===== config.mk =====
export PLATFORM = sky130hd
export DESIGN_NAME = multiword_add_seq
export DESIGN_NICKNAME = d
export VERILOG_FILES = /design/src/rtl/multiword_add_seq_pkg.sv /design/src/rtl/multiword_add_seq_adder_slice.sv /design/src/rtl/multiword_add_seq.sv
export SDC_FILE = /design/constraint.sdc
export NUM_CORES = 1
export LEC_CHECK = 0
export CAP_MARGIN = 10
export CORE_MARGIN = 1.5
export CORE_UTILIZATION = 50
export DETAILED_ROUTE_END_ITERATION = 16
export PLACE_DENSITY = 0.77
export SYNTH_ARGS = -nofsm -noshare
export SYNTH_HDL_FRONTEND = slang
export SYNTH_SLANG_ARGS = --single-unit

===== constraint.sdc =====
create_clock -name clk -period 4.1 [get_ports clk]
set_clock_uncertainty 0.2 [all_clocks]
set_input_delay 0.82 -clock clk [delete_from_list [all_inputs] [get_ports clk]]
set_output_delay 0.82 -clock clk [all_outputs]
set_load 0.05 [all_outputs]

===== src/rtl/multiword_add_seq_pkg.sv =====
// Shared definitions for the slice-serial wide adder: default slice width,
// sequencer state encoding and the slice-counter width helper.
package multiword_add_seq_pkg;

  localparam int SLICE_W_DEFAULT    = 5;
  localparam int NUM_SLICES_DEFAULT = 4;

  typedef enum logic [1:0] {
    IDLE = 2'd0,
    RUN  = 2'd1,
    DONE = 2'd2
  } state_e;

  // Counter must index NUM_SLICES slices; a single-slice build still needs one bit.
  function automatic int cnt_width(input int num_slices);
    return (num_slices <= 1) ? 1 : $clog2(num_slices);
  endfunction

endpackage


===== src/rtl/multiword_add_seq_adder_slice.sv =====
// Combinational SLICE_W-bit ripple-carry adder built from full-adder cells.
module adder_slice #(
  parameter int SLICE_W = multiword_add_seq_pkg::SLICE_W_DEFAULT
) (
  input  logic [SLICE_W-1:0] x,
  input  logic [SLICE_W-1:0] y,
  input  logic               ci,
  output logic [SLICE_W-1:0] s,
  output logic               co
);

  always_comb begin
    // NOTE: blocking assignments here model the carry rippling bit to bit
    // inside one combinational evaluation; the local variable is a wire chain.
    logic carry;
    carry = ci;
    s     = '0;
    for (int i = 0; i < SLICE_W; i++) begin
      s[i]  = x[i] ^ y[i] ^ carry;
      carry = (x[i] & y[i]) | (carry & (x[i] ^ y[i]));
    end
    co = carry;
  end

endmodule


===== src/rtl/multiword_add_seq.sv =====
// Wide add/subtract sequencer: reuses one adder slice, LS slice first, with the
// inter-slice carry held in a register so the result matches a full-width adder.
module multiword_add_seq
  import multiword_add_seq_pkg::*;
#(
  parameter int SLICE_W    = SLICE_W_DEFAULT,
  parameter int NUM_SLICES = NUM_SLICES_DEFAULT,
  localparam int W         = SLICE_W * NUM_SLICES
) (
  input  logic         clk,
  input  logic         rst,
  input  logic         in_valid,
  output logic         in_ready,
  input  logic [W-1:0] a,
  input  logic [W-1:0] b,
  input  logic         c_in,
  input  logic         sub,
  output logic         out_valid,
  input  logic         out_ready,
  output logic [W-1:0] sum,
  output logic         c_out
);

  localparam int CNT_W = cnt_width(NUM_SLICES);
  localparam logic [CNT_W-1:0] LAST_CNT = CNT_W'(NUM_SLICES - 1);

  state_e             state_q, state_d;
  logic [W-1:0]       op_a_q, op_b_q, sum_q;
  logic [CNT_W-1:0]   cnt_q;
  logic               carry_q, c_out_q;

  logic [SLICE_W-1:0] slice_x, slice_y, slice_s;
  logic               slice_co;
  logic               accept, last_slice;

  assign accept     = in_valid & in_ready;
  assign last_slice = (cnt_q == LAST_CNT);
  assign slice_x    = op_a_q[cnt_q * SLICE_W +: SLICE_W];
  assign slice_y    = op_b_q[cnt_q * SLICE_W +: SLICE_W];

  adder_slice #(.SLICE_W(SLICE_W)) u_slice (
    .x  (slice_x),
    .y  (slice_y),
    .ci (carry_q),
    .s  (slice_s),
    .co (slice_co)
  );

  always_ff @(posedge clk) begin
    // NOTE: non-blocking assignments for all registered state, so every
    // register samples pre-edge values regardless of statement order.
    if (rst) state_q <= IDLE;
    else     state_q <= state_d;
  end

  always_comb begin
    // NOTE: every output of this block is defaulted first so no path leaves a
    // signal unassigned, which would otherwise infer a latch.
    state_d   = state_q;
    in_ready  = 1'b0;
    out_valid = 1'b0;
    unique case (state_q)
      IDLE: begin
        in_ready = 1'b1;
        if (in_valid) state_d = RUN;
      end
      RUN: begin
        if (last_slice) state_d = DONE;
      end
      DONE: begin
        out_valid = 1'b1;
        if (out_ready) state_d = IDLE;
      end
      default: state_d = IDLE;
    endcase
  end

  always_ff @(posedge clk) begin
    if (rst) begin
      // NOTE: operand and result registers are reset too, so an aborted
      // operation leaves no stale data visible on sum after reset.
      op_a_q  <= '0;
      op_b_q  <= '0;
      sum_q   <= '0;
      cnt_q   <= '0;
      carry_q <= 1'b0;
      c_out_q <= 1'b0;
    end else begin
      unique case (state_q)
        IDLE: begin
          if (accept) begin
            op_a_q  <= a;
            op_b_q  <= sub ? ~b : b;
            carry_q <= sub ? 1'b1 : c_in;
            cnt_q   <= '0;
            sum_q   <= '0;
          end
        end
        RUN: begin
          sum_q[cnt_q * SLICE_W +: SLICE_W] <= slice_s;
          carry_q <= slice_co;
          // Holding the counter on the last slice keeps it from wrapping.
          if (last_slice) c_out_q <= slice_co;
          else            cnt_q   <= cnt_q + 1'b1;
        end
        default: ;
      endcase
    end
  end

  assign sum   = sum_q;
  assign c_out = c_out_q;

endmodule


==> results.txt <==
Post-DR wirelength/cell - 14.3 µm
GR Util met2 - 36.0%
Crit path from - cnt_q[0]
Clock tree buffer depth - 2
R2r startpoint - cnt_q[0]
Post-route total power - 0.00156 W
Seq cells post-synth - 66
CP startpoint kind - register
Post-Syn Area per Cell - 9.86 µm²
Pin count of the biggest net entering global routing - 61
Starting DRC count in detailed routing - 119
I/O pin cnt - 69
Worst r2r dst - sum[9]
Final hold viol count - 0
Pwr Density - 400 nW/µm²
First-pass GRT wire length - 10600 µm
Vias per inst - 5.27
Initial Util - 51.2%
Slew @ Worst Pin - 1.08 ns
Setup WS pre-CTS - 0.584 ns
Total Routing Usage GR - 21.8%
Post_cts resized - 0
Initial antenna violation count - 0
Slew HR - 28.0%
CTS root buffer - clkbuf_8
Core area - 5850 µm²
Post-layout util - 66.7%
Fin worst setup slack - 0.564 ns
Endpoints failing setup - 0
Yosys cell types - 33
Clk_lat worst skew - 0.34 ns
Worst Setup End Kind - register
Die width - 80.4 µm
WL final - 6350 µm
RSZ-0062 raised after global routing - no
Hold buffers post-CTS - 0
Post-Syn Nets - 359
Dpl hpwl - 4580 µm
Worst min path class - register to register
CP Capture Point - sum[9]
Worst Path Max Fanout - 6
Setup TNS - 0 ns
Setup CP Type - register to register
Via count - 2342
Die area - 6470 µm²
Worst EP required - 4.13 ns
M3 GR Usage - 4.09%
Postcts setup bufs - 0
DRC Markers - 0
CTS tree - built
Worst-path clk slew - 0.07 ns
M1 GR Usage - 27.5%
R2r worst-path depth - 12
Yosys warns - 0
GRT Max-Usage Layer - met2
IO Port Bufs - 68
Inserted Clock Buffers - 9
Minimum clock period - 3.54 ns
Overflow after GRT - 0
Syn-to-layout area delta - 30.3%
Ant. Diodes - 0
Leak - 1.42 nW
Period Utilization, post-route - 86.3%
Hold wc startpoint - op_a_q[17]
Net count, final - 419
Share of cells above drive strength 1 - 10.3%
Final ANT Viol Nets - 0
Reg-to-reg slack, setup - 0.56 ns
Max-cap violations - 0
Seq/Total Area, Yosys - 44.1%
Initial DRT Pass Iterations - 4
Crit path DAT - 3.56 ns
Post-Syn Area - 3000 µm²
RD Place Congestion - 0.853
CTS HTree Levels - 3
Clock sink count - 66
Status - complete, no violations
Die H - 80.4 µm
Fmax achieved - 283 MHz
Row cnt - 28
Worst vdd ir - 313 µV
Synthesized instance count - 304
Number of global-route vias before repair - 2256
Fin. max-slew vios - 0
==> cell type report <==
cell class              instances  area, µm²
fillers                       490       1950
multi-input cells             202       1510
flip-flops and latches         66       1320
repair buffers                 71        698
clock buffers                  10        138
well taps                      75       93.8
clock inverters                 6       90.1
inverters                      14       52.6
==> placed cells by master (no fill, tap or decap), types with 2 or more instances in the layout <==
master           Yosys  layout
inv_1               14      14
a22o_1              20      20
a211oi_1            20      20
clkbuf_8             0      10
a21oi_1             25      25
nand2_1             43      43
ha_1                 4       4
buf_4                0       3
bufinv_16            0       2
mux2_2               4       4
clkdlybuf4s50_1      0      67
mux4_2              10      10
dfxtp_1             66      66
clkinv_4             0       2
fa_1                 5       5
xnor2_1             20      20
nor2_1              28      28
nor2b_1              3       3
nand2b_1             4       4
or3b_1               2       2
==> worst min path at each step <==
stage | endpoint | slack, ns | depth (start not counted)
6_report | op_a_q[17] | 0.26 | 2
4_1_cts | op_a_q[17] | 0.26 | 2
2_1_floorplan | op_a_q[10] | 0.23 | 2
3_3_place_gp | op_a_q[17] | 0.25 | 2
5_1_grt | op_a_q[15] | 0.28 | 2
3_5_place_dp | op_a_q[5] | 0.25 | 2
==> registers in the layout (all words and copies together) (netlist names) <==
signal,cells
op_a_q,20
cnt_q,2
state_q,2
sum,20
c_out,1
op_b_q,20
carry_q,1
==> Yosys cell counts <==
cell        n  share of area (%)
dfxtp_1    66                 44
nand2_1    43                5.4
nor2_1     28                3.5
a21oi_1    25                4.2
a211oi_1   20                5.0
a22o_1     20                5.8
xnor2_1    20                5.8
inv_1      14                1.8
buf_2      11                1.8
mux4_2     10                7.5
clkbuf_1    7               0.88
fa_1        5                3.3
ha_1        4                1.7
mux2_2      4                1.5
nand2b_1    4               0.83
nor2b_1     3               0.63
buf_1       2               0.25
buf_6       2               0.75
or3b_1      2               0.58
a21oi_2     1               0.29
mux2i_1     1               0.33
nand3b_1    1               0.25
nand4bb_1   1               0.38
nor3b_1     1               0.25
nor3b_4     1               0.63
nor4_2      1               0.42
nor4b_2     1               0.50
o22a_1      1               0.29
o22ai_1     1               0.21
o2bb2ai_1   1               0.29
o31ai_1     1               0.25
o32ai_1     1               0.29
or3_1       1               0.21
==> stage by stage <==
stage | cell area, µm² | std cells | hold WS [ns]
floorplan | 3000 | 304 | 0.233
global placement | 3680 | 428 | 0.246
detailed placement | 3680 | 428 | 0.253
CTS | 3910 | 444 | 0.263
global route | 3910 | 444 | 0.284
finish | 3910 | 444 | 0.262
==> where the power goes <==
part / switching [W] / internal, W
clock network: 0.000253 / 0.000360
registers: 0.0000258 / 0.000677
logic: 0.000124 / 0.000121
total: 0.000403 / 0.00116
==> critical path, stage by stage, from the launching register on <==
cell	delay, ns
dfxtp_1	0.52
mux4_2	0.28
inv_1	0.06
fa_1	0.41
fa_1	0.37
inv_1	0.08
fa_1	0.17
inv_1	0.06
fa_1	0.35
inv_1	0.08
fa_1	0.39
nor2b_1	0.19
a22o_1	0.27
==> logic make-up after synthesis <==
kind of cell	share of synthesized area (%)
buffers and inverters	5.47
AOI/OAI and AO/OA	16.7
xor gates and xnor gates	5.85
and+or+nand+nor	13.6
muxes	9.35
DFF	44.1
adders and majority gates	5.01
==> routing by layer <==
metal  part of all wire (%)  wire length, µm  vias to the layer above
li1                       -                -                     1179
met1                     44             2830                     1089
met2                     49             3130                       64
met3                    4.4              281                       10
met4                    1.8              113                        0
met5                      0                0                        -
Power figures use the tool's default switching activity.
==> patch: new RTL, same flow settings <==
The package constant `NUM_SLICES_DEFAULT` goes from 4 to 2.
--- a/src/rtl/multiword_add_seq_pkg.sv
+++ b/src/rtl/multiword_add_seq_pkg.sv
@@ -3,7 +3,7 @@
 package multiword_add_seq_pkg;
 
   localparam int SLICE_W_DEFAULT    = 5;
-  localparam int NUM_SLICES_DEFAULT = 4;
+  localparam int NUM_SLICES_DEFAULT = 2;
 
   typedef enum logic [1:0] {
     IDLE = 2'd0,
Interface: changed (resized a, b and sum); port bits go from 69 to 39. No check against the original RTL was run, so the function may have changed too.
==> patch against the original RTL <==
Worst setup slack gained 0.35 ns. Largest cell class unchanged. Final cell count shrank 43%. Critical path type unchanged. Final area shrank 47%. Die area shrank 42%. Sequential cell count shrank 31. Highest routed layer unchanged. Total power shrank 54%. Routed wire length shrank 49%. Area after synthesis shrank 44%.
==> patch: results (changes against the original RTL) <==
status=complete, no violations (unchanged); vias=1276 (was 2342); Syn Inst Count=176 (was 304); Max FO, Critical Path=12 (was 6); vias in the first global route=1234 (was 2256); DP HPWL=2470 um (was 4580 um); Layout Nets=240 (was 419); Synth top cells by count=dfxtp_1 (35), nand2_1 (22), nor2_1 (14), a21oi_1 (13) (was dfxtp_1 (66), nand2_1 (43), nor2_1 (28), a21oi_1 (25)); placed cell count=246 (was 428); peak supply drop=229 uV (was 313 uV); n_diodes=0 (unchanged); Yosys warning count=0 (unchanged); number of port buffers=38 (was 68); TritonCTS Buffers=5 (was 9); share of synthesized registers carrying an async set or reset=0 (unchanged); starting DRC count in detailed routing=50 (was 119); drt via density=5.06 (was 5.27); Total Routed Length=3220 um (was 6350 um); Post-DP Area=2040 um^2 (was 3680 um^2); Seq/Total Area, Yosys=0.417 (was 0.441); synth top area cells=dfxtp_1 (42%), fa_1 (6.0%), xnor2_1 (5.2%) (was dfxtp_1 (44%), mux4_2 (7.5%), a22o_1 (5.8%)); worst slack at placement=0.938 ns (was 0.584 ns); Post-Syn Nets=207 (was 359); FILL cells=264 (was 490); GRT Util Overall=0.205 (was 0.218); layout cells sized above 1=0.0913 (was 0.103); Lkg Pwr=0.730 nW (was 1.42 nW); Clock transition at path regs=0.10 ns (was 0.07 ns); Yosys cell types=28 (was 33)
[patch: critical path: stages (launching register included)]
cell      delay [ns]
dfxtp_1         0.42
buf_4           0.24
mux2i_1         0.13
fa_1            0.39
fa_1            0.37
inv_1           0.07
fa_1            0.15
inv_1           0.04
fa_1            0.36
inv_1           0.08
fa_1            0.40
nand2b_1        0.10
o32ai_1         0.09
[patch: path summary, 6_finish.rpt]
check	startpoint	end	slack [ns]	depth (start not counted)
setup / recovery	cnt_q	sum[9]	0.91	12
hold reg to reg	op_a_q[1]	op_a_q[1]	0.27	2
setup reg to reg	cnt_q	sum[9]	0.91	12
hold / removal	op_a_q[1]	op_a_q[1]	0.27	2
[patch: where the power goes]
group	switching (mW)	internal [mW]	total, mW
Sequential	0.0150	0.363	0.378
Clock	0.102	0.0609	0.163
Combinational	0.0906	0.0792	0.170
[patch: cells by family (layout without fill, tap and decap cells)]
| kind of cell | Yosys count | after routing | synth area share |
|---|---|---|---|
| simple gates | 55 | 55 | 0.164 |
| compound gates | 36 | 36 | 0.162 |
| flops | 35 | 35 | 0.417 |
| buf+inv | 24 | 56 | 0.0774 |
| mux | 11 | 11 | 0.0685 |
| xor+xnor | 10 | 10 | 0.0521 |
| fa+ha+maj | 5 | 5 | 0.0595 |
[patch: routing by layer]
metal | track usage | wire length (um) | vias up
met5 | 0 | 0 | -
li1 | - | - | 661
met2 | 0.346 | 1570 | 31
met4 | 0.0839 | 55 | 0
met1 | 0.230 | 1440 | 578
met3 | 0.0853 | 150 | 6
[patch: final cells by class]
cell class / instances / area [um^2] / share of cell area
inverter: 9 / 33.8 / 0.0162
timing repair buffer: 41 / 403 / 0.193
multi-input combinational: 117 / 851 / 0.408
sequential: 35 / 701 / 0.336
clock buffer: 6 / 41.3 / 0.0198
tap: 44 / 55.1 / 0.0264
